[src/rtl/adc_conversion_scheduler.sv]
// Sequencer between the host register logic and the SAR-ADC digital core.
// It gates the core reset, discards settling results and buffers the rest in a small FIFO.
module adc_conversion_scheduler #(
  parameter int FIFO_DEPTH = 4,
  parameter int DISCARD    = 1
) (
  input  logic        clk,
  input  logic        rst_n,
  input  logic        start_in,
  input  logic        stop_in,
  input  logic        continuous_in,
  input  logic [7:0]  count_in,
  input  logic [2:0]  avg_control_in,
  input  logic [2:0]  osr_mode_in,
  output logic [15:0] config_1_out,
  output logic        core_rst_n_out,
  input  logic        conv_finished_in,
  input  logic [15:0] result_in,
  output logic [15:0] result_out,
  output logic        result_valid_out,
  input  logic        result_ready_in,
  output logic [4:0]  fifo_level_out,
  output logic        busy_out,
  output logic        overflow_out
);

  // state  | meaning
  // IDLE   | core held in reset, waiting for start_in
  // SETTLE | core released, dropping DISCARD settling results
  // RUN    | core released, results pushed into the FIFO
  // STOP   | core back in reset for one cycle before IDLE

  localparam int         AW        = (FIFO_DEPTH > 1) ? $clog2(FIFO_DEPTH) : 1;
  localparam logic [4:0] DEPTH_L   = 5'(FIFO_DEPTH);
  localparam logic [1:0] DISC_LAST = 2'(DISCARD - 1);

  typedef enum logic [1:0] {IDLE, SETTLE, RUN, STOP} state_t;

  state_t        state;
  logic          continuous;
  logic [8:0]    remaining;
  logic [1:0]    discard_cnt;

  logic [15:0]   mem [FIFO_DEPTH];
  logic [AW-1:0] wr_ptr;
  logic [AW-1:0] rd_ptr;
  logic [AW-1:0] rd_nxt;
  logic [4:0]    level_nxt;
  logic [15:0]   head_nxt;
  logic          run_strobe;
  logic          push;
  logic          pop;

  assign run_strobe = (state == RUN) && conv_finished_in;
  assign pop        = result_valid_out && result_ready_in;
  assign push       = run_strobe && ((fifo_level_out < DEPTH_L) || pop);
  assign rd_nxt     = pop ? rd_ptr + AW'(1) : rd_ptr;
  assign level_nxt  = fifo_level_out + {4'b0, push} - {4'b0, pop};

  // The head is registered, so a word written this cycle into the slot the
  // read pointer is about to land on must be forwarded straight from result_in.
  always_comb begin
    head_nxt = mem[rd_nxt];
    if (push && (wr_ptr == rd_nxt))
      head_nxt = result_in;
  end

  always_ff @(posedge clk or negedge rst_n) begin
    if (!rst_n) begin
      for (int i = 0; i < FIFO_DEPTH; i++)
        mem[i] <= '0;
      wr_ptr           <= '0;
      rd_ptr           <= '0;
      fifo_level_out   <= '0;
      result_valid_out <= 1'b0;
      result_out       <= '0;
    end else begin
      if (push) begin
        mem[wr_ptr] <= result_in;
        wr_ptr      <= wr_ptr + AW'(1);
      end
      rd_ptr           <= rd_nxt;
      fifo_level_out   <= level_nxt;
      result_valid_out <= (level_nxt != 5'd0);
      result_out       <= head_nxt;
    end
  end

  always_ff @(posedge clk or negedge rst_n) begin
    if (!rst_n) begin
      state          <= IDLE;
      continuous     <= 1'b0;
      remaining      <= '0;
      discard_cnt    <= '0;
      config_1_out   <= '0;
      core_rst_n_out <= 1'b0;
      busy_out       <= 1'b0;
      overflow_out   <= 1'b0;
    end else begin
      if (run_strobe && !push)
        overflow_out <= 1'b1;

      case (state)
        IDLE: begin
          if (start_in) begin
            config_1_out   <= {10'b0, osr_mode_in, avg_control_in};
            continuous     <= continuous_in;
            remaining      <= (count_in == 8'd0) ? 9'd256 : {1'b0, count_in};
            discard_cnt    <= '0;
            overflow_out   <= 1'b0;
            core_rst_n_out <= 1'b1;
            busy_out       <= 1'b1;
            state          <= (DISCARD > 0) ? SETTLE : RUN;
          end
        end
        SETTLE: begin
          if (stop_in) begin
            core_rst_n_out <= 1'b0;
            state          <= STOP;
          end else if (conv_finished_in) begin
            discard_cnt <= discard_cnt + 2'd1;
            if (discard_cnt == DISC_LAST)
              state <= RUN;
          end
        end
        RUN: begin
          if (conv_finished_in && !continuous)
            remaining <= remaining - 9'd1;
          if (stop_in || (conv_finished_in && !continuous && remaining == 9'd1)) begin
            core_rst_n_out <= 1'b0;
            state          <= STOP;
          end
        end
        STOP: begin
          busy_out <= 1'b0;
          state    <= IDLE;
        end
        default: state <= IDLE;
      endcase
    end
  end

endmodule

[config.mk]
export PLATFORM = sky130hd
export DESIGN_NAME = adc_conversion_scheduler
export DESIGN_NICKNAME = d
export VERILOG_FILES = /design/src/rtl/adc_conversion_scheduler.sv
export SDC_FILE = /design/constraint.sdc
export NUM_CORES = 1
export LEC_CHECK = 0
export BUFFER_PORTS_ARGS = -buffer_cell sky130_fd_sc_hd__buf_4
export CORE_ASPECT_RATIO = 0.7
export CORE_MARGIN = 1
export CORE_UTILIZATION = 55
export CTS_CLUSTER_SIZE = 24
export DETAILED_ROUTE_END_ITERATION = 16
export PLACE_DENSITY = 0.79
export SYNTH_ARGS = -nofsm -noshare
export SYNTH_HDL_FRONTEND = slang
export SYNTH_SLANG_ARGS = --single-unit
[constraint.sdc]
create_clock -name clk -period 4.25 [get_ports clk]
set_clock_uncertainty 0.1 [all_clocks]
set_input_delay 0.85 -clock clk [delete_from_list [all_inputs] [get_ports clk]]
set_output_delay 0.85 -clock clk [all_outputs]
set_load 0.03 [all_outputs]
== Word level (Yosys, flattened, before mapping) ==
Index checks and enable logic that the tools add are counted.

* Flip-flop bits (word level): 113
* Input port bits: 37
* Output and inout bits: 41
* Logic and storage cells: 98

* $add $sub $neg: 6
* $lt $le $gt $ge: 4
* Eq/ne operators: 13
* Muxes and demuxes: 30
* Bitwise gates (word level): 2
* Reduce and logical (&&, ||, !) cells: 26

{| class="wikitable"
|+ Operators with widths
! cell !! count
|-
| $bwmux 64 || 1
|-
| $mux 16 || 4
|-
| $bmux 16 s2 || 1
|-
| $demux 16 s2 || 1
|-
| $mux 9 || 3
|-
| $mux 2 || 9
|-
| $pmux 9 s2 || 1
|-
| $reduce_and 4->1 || 3
|-
| $eq 9x1->1 const B || 1
|-
| $sub 9x1->9 const B || 1
|-
| $logic_and 1x1->1 || 8
|-
| $logic_not 8->1 || 1
|-
| $ne 2x2->1 const B || 4
|-
| $pmux 2 s4 || 1
|-
| $add 2x1->2 const B || 3
|-
| $ge 3x3->1 const B || 2
|-
| $mux 1 || 6
|-
| $ne 3x3->1 const B || 2
|-
| $not 2->3 || 2
|-
| $reduce_bool 2->1 || 3
|-
| $add 5x1->5 || 1
|-
| $lt 5x3->1 const B || 1
|-
| $reduce_bool 5->1 || 1
|-
| $sub 5x1->5 || 1
|-
| other kinds (14) || 20
|}

== Longest topological paths before layout ==
Gate-level depths: netlist (run 1).

* Depth after elaboration: 8
* Mapped depth: 14
* Mapped depth without buffers: 13

== Least setup slack after synthesis (run 1) ==
No wires, ideal clock.

* Path kind: input-to-reg
* Start point: in result_ready_in
* End point: reg result_valid_out
* Library setup time: 0.137 ns
* Data arrival time: 2.498 ns
* Data required time: 4.013 ns
* Setup slack: 1.515 ns
* Stages on the path: 12
* Path through: nand2_1 -> clkbuf_1 -> a21oi_1 -> inv_1 -> nand2_1 -> ha_1 -> inv_1 -> fa_1 -> nor2b_1 -> o21a_1 -> or3_1 -> nand4b_1

* Word-level cells in the longest chain between the ends: 6

{| class="wikitable"
|+ RTL lines
! what !! RTL line !! RTL
|-
| start, declared || 21 || <nowiki>input logic result_ready_in,</nowiki>
|-
| $logic_and 1x1->1 * || 55 || <nowiki>assign pop = result_valid_out && result_ready_in;</nowiki>
|-
| $logic_or 1x1->1 || 56 || <nowiki>assign push = run_strobe && ((fifo_level_out < DEPTH_L) || pop);</nowiki>
|-
| $logic_and 1x1->1 || 56 ||
|-
| $add 5x1->5 || 58 || <nowiki>assign level_nxt = fifo_level_out + {4'b0, push} - {4'b0, pop};</nowiki>
|-
| $sub 5x1->5 * || 58 ||
|-
| $reduce_bool 5->1 * || 84 || <nowiki>result_valid_out <= (level_nxt != 5'd0);</nowiki>
|-
| end signal, assigned || 84 ||
|-
| end, declared || 20 || <nowiki>output logic result_valid_out,</nowiki>
|}

Every way passes the cells marked *; elsewhere a longest branch is shown, timed or not.
A chain may end at the register's enable or synchronous reset.

== Final worst setup path (run 1) ==
* Start point: reg state[0]
* End point: reg result_valid_out

* Word-level cells in the longest chain between the ends: 6

{| class="wikitable"
|+ RTL lines
! what !! RTL line !! RTL
|-
| start, declared || 39 || <nowiki>state_t state;</nowiki>
|-
| start signal, assigned || 113 || <nowiki>state <= (DISCARD > 0) ? SETTLE : RUN;</nowiki>
|-
| $eq 2x2->1 || 54 || <nowiki>assign run_strobe = (state == RUN) && conv_finished_in;</nowiki>
|-
| $logic_and 1x1->1 || 54 ||
|-
| $logic_and 1x1->1 || 56 ||
|-
| $add 5x1->5 || 58 ||
|-
| $sub 5x1->5 || 58 ||
|-
| $reduce_bool 5->1 || 84 ||
|}

No other way between the ends.

==> flow_metrics.env, run 1 <==
export IMPL_p_sw_frac=0.3611
export IMPL_finalWorstSetupSlack_ns=1.034
export IMPL_fin_tns_setup_ns=0
export IMPL_ys_ff_latch=113
export IMPL_clock_latency_ns=0.41
export IMPL_wirelength_um=13910
export IMPL_drc=0
export IMPL_die_area_um2=11500
export IMPL_status="finished, final reports clean"
export IMPL_finalHoldViolations=0
export IMPL_cap_viol_max_count=0
export IMPL_gr_total_overflow=0
export IMPL_r2r_end="result_valid_out"
export IMPL_p_clk_frac=0.253
export IMPL_design_core_area_um2=10550
export IMPL_avgSynthCellArea_um2=12.13
export IMPL_vdd_drop_max_mv=0.5032
export IMPL_holdWs_ns=0.3975
export IMPL_viasPerCell=6.178
export IMPL_design_area_um2=7252
export IMPL_ys_types=55
export IMPL_endpoint_kind="flop"
export IMPL_dpl_cell_area_um2=6584
export IMPL_power_frac_seq=0.312
export IMPL_path_clk_slew_ns=0.05
export IMPL_r2r_cells=13
export IMPL_yosys_warnings=0
export IMPL_setup_viol_count_final=0
export IMPL_synth_area_um2=6088
export IMPL_maxSlewViolCount=0
export IMPL_grt_pass1_vias=4520
export IMPL_place_hpwl_um=8617
export IMPL_vias=4454
export IMPL_p_leak_nw=3.329
export IMPL_start_util=0.5771
export IMPL_cp_endpoint="result_valid_out"
export IMPL_comb_power_share=0.435
export IMPL_power_switching_w=0.002291
export IMPL_r2r_setup_slack_ns=1.03
export IMPL_antenna_found_initial=0
export IMPL_worst_setup_path_type="reg -> reg"
export IMPL_cts_buffers=17
export IMPL_period_needed_ns=3.216
export IMPL_ctsResizeCount=0
export IMPL_arrival_ns=3.39
export IMPL_gp_congestion=0.8549
export IMPL_cp_max_fo=18
export IMPL_synth_edff_count=0
export IMPL_first_pass_iters=5
export IMPL_highest_layer="met4"
export IMPL_finalCritPeriodShare=0.7568
export IMPL_num_io_pins=78
export IMPL_fin_nets=616
export IMPL_cts_root_buf="clkbuf_16"
export IMPL_rsz0062_at_grt="no"
export IMPL_postSynthCellCount=502
export IMPL_place_ws_ns=1.126
export IMPL_grt_max_degree=67
export IMPL_h_tree_depth=4
export IMPL_relSlewSlack=0.4470
export IMPL_seq_area_frac_synth=0.4644
export IMPL_post_cts_buffers=0
export IMPL_die_height_um=90.03
export IMPL_drtIter0Drc=407
export IMPL_critical_path_required_ns=4.42
export IMPL_startpoint_type="flop"
export IMPL_cts_tree="yes"
export IMPL_rows=31
export IMPL_grt_pass1_wl_um=22970
export IMPL_grtUsageTotal=0.2594
export IMPL_worstSetupStartpoint="state[0]"
export IMPL_min_path_type="reg -> reg"
export IMPL_fmax_mhz=310.9
export IMPL_p_per_area_nw_per_um2=874.7
export IMPL_synth_ff_type="dfrtp_1"
export IMPL_io_buffers=67
export IMPL_worst_pin_slew_ns=0.8296
export IMPL_ant_nets=0
export IMPL_antenna_cells=0
export IMPL_cts_sinks=113
export IMPL_clock_path_buffers=2
export IMPL_wire_per_inst_um=19.29
export IMPL_intPower_w=0.004053
export IMPL_drive_above_1_share=0.3805
export IMPL_route_met3_wl_um=754
export IMPL_wl_met1_um=6222
export IMPL_synthToLayoutAreaGrowth_pct=19.11
export IMPL_cts_hold_buffers=0
export IMPL_fp_dieW_um=127.8
export IMPL_async_reset_ff_frac=1.000
export IMPL_routed_wl_met2_um=6751
export IMPL_reg2reg_from="state[0]"
critical path, cell delays in order, from the launching register on:
cell      delay (ns)
dfrtp_1         0.44
inv_1           0.12
ha_1            0.59
nand2_1         0.19
a21oi_4         0.34
nand2_1         0.09
nand2_1         0.07
ha_1            0.15
inv_1           0.05
fa_1            0.40
nor2b_1         0.15
o21a_1          0.14
or3_1           0.13
nand4b_1        0.10
metrics by stage:
stage	utilization	total power, W	std cells
after floorplan	-	0.004003	511
final	0.6874	0.006343	721
after detailed placement	0.6241	0.004679	689
after CTS	0.6874	0.006341	721
after global routing	0.6874	0.006696	721
after global placement	0.6241	0.004525	689
power by group through the flow:
| stage | Sequential [W] | Clock, W | Combinational [W] |
|---|---|---|---|
| final | 0.00198 | 0.00160 | 0.00276 |
| after global routing | 0.00203 | 0.00168 | 0.00299 |
| after CTS | 0.00196 | 0.00163 | 0.00275 |
| after detailed placement | 0.00197 | 0 | 0.00271 |
| after global placement | 0.00193 | 0 | 0.00260 |
| after floorplan | 0.00215 | 0 | 0.00185 |
sequential cells by signal, summed over array words and instances (netlist names):
signal,count
discard_cnt,2
rd_ptr,2
result_valid_out,1
core_rst_n_out,1
result_out,16
config_1_out,6
overflow_out,1
busy_out,1
state,2
mem,64
remaining,9
wr_ptr,2
fifo_level_out,5
continuous,1
synth_stat cells (4+ instances only):
cell type	count	area, um2
mux2_4	9	135.1
a22oi_1	15	112.6
xnor2_1	5	43.79
nand3b_1	4	30.03
nor3_1	4	20.02
o21ai_0	11	55.05
o22ai_1	6	37.54
nand3_1	4	20.02
inv_1	17	63.81
buf_4	12	90.09
mux2_2	94	1059
a21oi_1	11	55.05
a21o_1	7	52.55
clkbuf_8	4	55.05
clkbuf_1	15	56.30
nand4b_1	16	140.1
nand2_1	17	63.81
nor2_1	9	33.78
o221ai_1	30	262.8
ha_1	18	225.2
nand2_2	4	25.02
dfrtp_1	113	2828
buf_2	11	55.05
o31ai_1	18	135.1
how the worst min path moves through the flow:
stage,from,to,slack [ns],cells past startpoint
5_1_grt,mem[7],mem[7],0.41,1
2_1_floorplan,discard_cnt[0],discard_cnt[0],0.37,1
4_1_cts,mem[6],mem[6],0.40,1
3_3_place_gp,mem[2],mem[2],0.38,1
6_report,mem[36],mem[36],0.40,1
3_5_place_dp,mem[6],mem[6],0.39,1
cells in the final DEF (no fill, tap or decap), drive strengths merged, types with 10 or more instances in the layout:
cell type,count
o21ai,11
dfrtp,113
o31ai,18
mux2,103
nand2,21
a22oi,15
a21oi,12
inv,17
clkbuf,21
o221ai,30
ha,18
conb,10
nand4b,16
buf,74
routing by layer:
layer	vias up	global-route usage
met4	0	0.1137
li1	1988	-
met1	2267	0.3438
met2	174	0.4049
met3	25	0.06369
met5	-	0
cell families (layout without fill, tap and decap cells):
group / after synthesis / after routing / synth area share
flops: 113 / 113 / 0.4644
compound gates: 115 / 115 / 0.1412
mux: 106 / 106 / 0.2010
buf+inv: 62 / 124 / 0.05692
simple gates: 79 / 79 / 0.08097
xor+xnor: 7 / 7 / 0.01459
fa+ha+maj: 19 / 19 / 0.04028
other cells: 1 / 10 / 0.0006159
final cells by class:
type,instances,area (um2)
tap,148,185.2
multi-input combinational,336,2948
clock buffer,21,460.4
timing repair buffer,74,555.5
fill,762,3298
clock inverter,11,207.7
sequential,113,2828
inverter,18,67.56
(Power assumes the default switching activity.)
==> run 2: changes to the inputs <==
- ABC_AREA: unset -> 1
- CORE_UTILIZATION: 55 -> 52
- clock period: 4.25 -> 2.6 ns (I/O delays scaled with it)
==> run 2 against run 1 <==
Net effect: setup slack worse by 0.88 ns; core utilization is 2.9 points lower; synthesized cell count is 45% higher; critical endpoint unchanged; largest cell class is now sequential cells.
==> flow_metrics.env, run 2 <==
export IMPL_cp_slowest_cell="fa_2"
export IMPL_h_tree_depth=4
export IMPL_synth_area_um2=5833
export IMPL_total_power_w=0.009803
export IMPL_wire_per_inst_um=14.65
export IMPL_synth_ff_type="dfrtp_1"
export IMPL_gr_total_overflow=0
export IMPL_grt_pass1_vias=5095
export IMPL_grt_pass1_wl_um=23810
export IMPL_synth_most_common_cell="nand2_1"
export IMPL_cts_root_buf="clkbuf_16"
export IMPL_largest_reg_flops=64
export IMPL_largest_register="mem"
export IMPL_critical_path_required_ns=2.78
export IMPL_netlist_top_cells_area="dfrtp_1 (48%), nand2_1 (14%), o21ai_0 (6.8%)"
export IMPL_worst_setup_path_type="reg -> reg"
export IMPL_design_area_um2=6997
export IMPL_wirelength_um=14050
export IMPL_fmax_mhz=409.1
export IMPL_vdd_drop_max_mv=0.6982
export IMPL_finalHoldViolations=0
export IMPL_async_reset_ff_frac=1.000
export IMPL_drc=0
export IMPL_setup_viol_count_final=0
export IMPL_cts_sinks=113
export IMPL_postSynthCellCount=727
export IMPL_intPower_w=0.005567
export IMPL_grt_busiest_layer="met2"
export IMPL_fin_nets=855
export IMPL_viasPerCell=5.255
export IMPL_cp_common_cell="inv_1"
export IMPL_cpPeakStageDelay_ns=0.51
export IMPL_num_io_pins=78
export IMPL_cp_max_fo=3
export IMPL_path_clk_slew_ns=0.05
export IMPL_p_per_area_nw_per_um2=1401
export IMPL_gp_congestion=0.8725
export IMPL_p_sw_frac=0.4322
export IMPL_grt_max_degree=45
export IMPL_netlist_top_cells_count="nand2_1 (220), dfrtp_1 (113), inv_1 (89)"
export IMPL_synth_edff_count=0
export IMPL_place_hpwl_um=9105
export IMPL_mostFrequentLayoutCell="nand2_1"
export IMPL_synth_top_area_frac=0.4848
export IMPL_synthToLayoutAreaGrowth_pct=19.95
export IMPL_design_core_area_um2=10630
export IMPL_use_met2=0.4014
export IMPL_p_leak_nw=3.715
export IMPL_power_switching_w=0.004236
export IMPL_fp_dieW_um=128.6
export IMPL_relSlewSlack=0.5533
export IMPL_period_needed_ns=2.444
export IMPL_grtUsageTotal=0.2621
export IMPL_endpoint_kind="flop"
export IMPL_reg2reg_from="state[0]"
export IMPL_final_cell_mix="nand2_1 (220), dfrtp_1 (111), inv_1 (89)"
export IMPL_maxSlewViolCount=0
export IMPL_use_met3=0.07938
export IMPL_r2r_end="result_valid_out"
export IMPL_first_pass_iters=5
export IMPL_min_path_type="in -> async"
export IMPL_crit_chain="inv_1, ha_1, nand2_1, inv_1, nand2_4, inv_2, nand2_1, nand2_1, ha_2, inv_1, fa_2, inv_1, nor3_1, nand3_1"
export IMPL_vias=5040
export IMPL_largest_registers="mem: 64 flops, result_out: 16 flops, remaining: 9 flops"
export IMPL_comb_power_share=0.484
export IMPL_drtIter0Drc=423
export IMPL_dpl_cell_area_um2=6457
export IMPL_synth_top_area_cell="dfrtp_1"
export IMPL_io_buffers=67
export IMPL_worst_pin_slew_ns=0.6677
export IMPL_ys_ff_latch=113
export IMPL_power_frac_seq=0.309
export IMPL_cts_tree="yes"
export IMPL_antenna_cells=0
export IMPL_die_height_um=90.61
export IMPL_r2r_setup_slack_ns=0.16
export IMPL_start_util=0.5489
export IMPL_cts_buffers=17
export IMPL_arrival_ns=2.62
export IMPL_clock_latency_ns=0.40
export IMPL_antenna_found_initial=0
export IMPL_ant_nets=0
export IMPL_status="finished, final reports clean"
export IMPL_yosys_warnings=0
export IMPL_clock_path_buffers=2
export IMPL_die_area_um2=11650
export IMPL_cp_endpoint="result_valid_out"
export IMPL_use_met1=0.3533
export IMPL_ys_types=32
export IMPL_startpoint_type="flop"
export IMPL_seq_area_frac_synth=0.4848
export IMPL_finalCritPeriodShare=0.9400
export IMPL_worstSetupStartpoint="state[0]"
export IMPL_cts_hold_buffers=0
export IMPL_r2r_cells=14
export IMPL_cap_viol_max_count=0
export IMPL_drive_above_1_share=0.1665
export IMPL_p_clk_frac=0.207
export IMPL_avgSynthCellArea_um2=8.024
export IMPL_rows=31
## run 2: how the worst min path moves through the flow
stage | end | slack, ns | cells after the start | startpoint
global placement | mem[6] | 0.36 | 2 | mem[6]
finish | result_out[0] | 0.02 | 1 | rst_n
global route | mem[48] | 0.06 | 1 | rst_n
detailed placement | mem[10] | 0.36 | 2 | mem[10]
floorplan | busy_out | 0.12 | 0 | rst_n
CTS | mem[48] | 0.03 | 1 | rst_n
## run 2: critical path: cells and delay by family (launching register included)
family | cells | cell delay (ns)
adders and majority gates | 3 | 0.86
buffers and inverters | 5 | 0.39
DFF | 1 | 0.37
and+or+nand+nor | 6 | 0.60
## run 2: per-stage QoR
step	utilization	worst slack, ns	instances	TNS [ns]	hold slack [ns]
finish	0.6583	0.1559	959	0	0.02417
global route	0.6583	-0.01892	959	-0.01892	0.05740
CTS	0.6562	0.03632	958	0	0.03374
detailed placement	0.6076	0.04559	927	0	0.3645
global placement	0.6076	0.1750	927	0	0.3567
floorplan	-	0.03843	736	0	0.1244
## run 2: kinds of logic (layout without fill, tap and decap cells)
| logic type | Yosys count | after routing | synth area share |
|---|---|---|---|
| buf+inv | 130 | 205 | 0.09695 |
| flops | 113 | 113 | 0.4848 |
| other cells | 1 | 10 | 0.0006429 |
| simple gates | 366 | 366 | 0.2872 |
| fa+ha+maj | 19 | 19 | 0.04204 |
| xor+xnor | 4 | 4 | 0.006007 |
| compound gates | 94 | 94 | 0.08237 |
## run 2: routing by layer
layer  vias to the layer above  wire length [um]
met1                      2380              6301
met2                       212              6379
met4                         0               156
met5                         -                 0
li1                       2429                 -
met3                        19              1209
## run 2: power by group through the flow
stage                     sequential, W  clock [W]  combinational (W)
after floorplan                 0.00340          0            0.00293
after global placement          0.00299          0            0.00446
after detailed placement        0.00303          0            0.00464
after CTS                       0.00302    0.00205            0.00468
after global routing            0.00312    0.00216            0.00532
final                           0.00303    0.00203            0.00474
## run 2: cell type report
type | instances | area (um2)
well taps | 148 | 185.2
clock inverters | 7 | 35.03
multi-input cells | 493 | 2487
inverters | 91 | 341.6
clock buffers | 24 | 481.7
fillers | 907 | 3631
repair buffers | 83 | 635.6
flip-flops and latches | 113 | 2830
## run 2: timing repair
item	CTS	global route
setup buffers	0	1
endpoints found under the setup margin	0	2
gates resized for setup	0	6
==> run 3: changes to the inputs <==
==> constraint.sdc (replaced) <==
create_clock -name clk -period 2.6 [get_ports clk]
set_clock_uncertainty 0.1 [all_clocks]
set_input_delay 0 -clock clk [delete_from_list [all_inputs] [get_ports clk]]
set_output_delay 0 -clock clk [all_outputs]
set_load 0.03 [all_outputs]
==> run 3 against run 2 <==
Net effect: flip-flop and latch count is the same; critical path type unchanged; highest routed layer unchanged; design area grew 7.9%; sequential share of layout area shrank 3.0 points; power grew 8.4%; non-clock buffer count grew 39; worst hold slack gained 0.0037 ns; sequential power is essentially flat; critical path depth grew 1; largest power group unchanged; core utilization grew 5.2 points; count of clock-buffer cells in the layout shrank 3; largest cell class unchanged.
==> flow_metrics.env, run 3 (same netlist as run 2, synthesis figures left out) <==
export IMPL_status="finished, final reports clean"
export IMPL_ant_nets=0
export IMPL_worst_pin_slew_ns=0.6712
export IMPL_place_hpwl_um=9060
export IMPL_fmax_mhz=418.3
export IMPL_grt_busiest_layer="met2"
export IMPL_use_met1=0.3796
export IMPL_grtUsageTotal=0.2822
export IMPL_antenna_found_initial=0
export IMPL_final_cell_mix="nand2_1 (220), dfrtp_1 (112), inv_1 (89)"
export IMPL_use_met3=0.06635
export IMPL_endpoint_kind="flop"
export IMPL_cts_buffers=17
export IMPL_crit_chain="inv_1, ha_1, nand2_1, nand2_1, nand2_2, nand2_2, inv_4, nand2_1, nand2_1, ha_2, inv_1, fa_2, inv_1, nor3_2, nand3_1"
export IMPL_clock_latency_ns=0.41
export IMPL_rsz0062_at_grt="no"
export IMPL_first_pass_iters=7
export IMPL_antenna_cells=0
export IMPL_design_area_um2=7547
export IMPL_io_buffers=67
export IMPL_largest_register="mem"
export IMPL_worst_setup_path_type="reg -> reg"
export IMPL_start_util=0.5489
export IMPL_vdd_drop_max_mv=0.7951
export IMPL_critical_path_required_ns=2.78
export IMPL_cts_sinks=113
export IMPL_drc=0
export IMPL_p_leak_nw=3.944
export IMPL_largest_registers="mem: 64 flops, result_out: 16 flops, remaining: 9 flops"
export IMPL_cp_max_fo=6
export IMPL_dp_cells=925
export IMPL_grt_max_degree=52
export IMPL_gr_total_overflow=0
export IMPL_design_core_area_um2=10630
export IMPL_cts_root_buf="clkbuf_16"
export IMPL_dpl_cell_area_um2=6442
export IMPL_viasPerCell=5.258
export IMPL_vias=5253
export IMPL_wirelength_um=14860
export IMPL_arrival_ns=2.57
export IMPL_num_io_pins=78
export IMPL_relSlewSlack=0.5525
export IMPL_drive_above_1_share=0.1563
export IMPL_cap_viol_max_count=0
export IMPL_min_path_type="in -> reg"
export IMPL_cts_tree="yes"
export IMPL_grt_pass1_vias=5224
export IMPL_p_per_area_nw_per_um2=1408
export IMPL_gp_congestion=0.9002
export IMPL_clock_path_buffers=2
export IMPL_crit_buf_inv=4
export IMPL_drtIter0Drc=403
export IMPL_grt_pass1_wl_um=25210
export IMPL_final_fill_count=802
export IMPL_synthToLayoutAreaGrowth_pct=29.39
export IMPL_wire_per_inst_um=14.87
export IMPL_mostFrequentLayoutCell="nand2_1"
export IMPL_finalCritPeriodShare=0.9195
export IMPL_path_clk_slew_ns=0.06
export IMPL_fin_nets=894
export IMPL_rows=31
export IMPL_startpoint_type="flop"
export IMPL_cp_slowest_cell="fa_2"
export IMPL_use_met2=0.4509
export IMPL_fp_dieW_um=128.6
export IMPL_largest_reg_flops=64
export IMPL_die_height_um=90.61
export IMPL_setup_viol_count_final=0
export IMPL_h_tree_depth=4
export IMPL_crit_family="adder cells"
export IMPL_maxSlewViolCount=0
export IMPL_die_area_um2=11650
export IMPL_cpPeakStageDelay_ns=0.52
export IMPL_fin_cells=999
export IMPL_period_needed_ns=2.391
export IMPL_finalHoldViolations=0
export IMPL_cp_common_cell="nand2_1"
export IMPL_fin_tns_setup_ns=0
-- run 3: changes by cell type in the layout (fill, tap and decap cells not counted), moves of 2 or more --
| cell | previous run | this run |
|---|---|---|
| buf_4 | 82 | 80 |
| bufinv_16 | 0 | 7 |
| clkbuf_8 | 3 | 0 |
| clkinv_2 | 7 | 3 |
| dlygate4sd3_1 | 0 | 41 |
-- run 3: routing by layer --
metal  share of wire  vias to the layer above
met5               0                        -
met4           0.017                        0
met3           0.064                       25
met2            0.47                      214
met1            0.45                     2507
li1                -                     2507
-- run 3: final timing paths --
kind | slack (ns) | to | cells after the start | startpoint
max reg2reg | 0.21 | result_valid_out | 15 | fifo_level_out[3]
max in group asynchronous | 1.53 | mem[55] | 3 | rst_n
min | 0.03 | state[1] | 5 | start_in
max | 0.21 | result_valid_out | 15 | fifo_level_out[3]
min reg2reg | 0.38 | mem[6] | 2 | mem[6]
min in group asynchronous | 0.09 | result_out[15] | 2 | rst_n
-- run 3: per-stage QoR --
| step | hold slack [ns] | worst slack [ns] | utilization | power (W) |
|---|---|---|---|---|
| final | 0.02785 | 0.2094 | 0.7101 | 0.01063 |
| after floorplan | -0.3956 | 0.03843 | - | 0.006329 |
| after detailed placement | -0.01945 | 0.09444 | 0.6062 | 0.007670 |
| after CTS | 0.005825 | 0.05540 | 0.7083 | 0.01057 |
| after global placement | -0.02735 | 0.2005 | 0.6062 | 0.007448 |
| after global routing | 0.06912 | 0.002696 | 0.7101 | 0.01141 |
-- run 3: report_power, final --
group	switching [W]	leakage, nW	internal, W	total (W)
Sequential	0.000449	1.43	0.00259	0.00304
Combinational	0.00309	2.19	0.00180	0.00490
Clock	0.000803	0.329	0.00189	0.00269
Total	0.00435	3.94	0.00628	0.0106
-- run 3: layout make-up --
| type | count | area, um2 | area share |
|---|---|---|---|
| clock buffer | 21 | 440.4 | 0.05836 |
| clock inverter | 11 | 234.0 | 0.03100 |
| inverter | 91 | 344.1 | 0.04559 |
| multi-input combinational | 493 | 2484 | 0.3291 |
| sequential | 113 | 2829 | 0.3748 |
| tap | 148 | 185.2 | 0.02454 |
| timing repair buffer | 122 | 1031 | 0.1366 |
-- run 3: worst reg2reg max path, stage by stage (launching register included) --
cell and delay, ns:
dfrtp_2 0.35, inv_1 0.07, ha_1 0.20, nand2_1 0.06, nand2_1 0.06, nand2_2 0.09
nand2_2 0.08, inv_4 0.08, nand2_1 0.05, nand2_1 0.06, ha_2 0.17, inv_1 0.05
fa_2 0.52, inv_1 0.06, nor3_2 0.17, nand3_1 0.08
-- run 3: repair_timing --
item                                    CTS  global route
setup buffers                             0             1
hold buffers                             41             0
resized for setup                         0             5
endpoints found under the hold margin   149             0
endpoints found under the setup margin    0             2
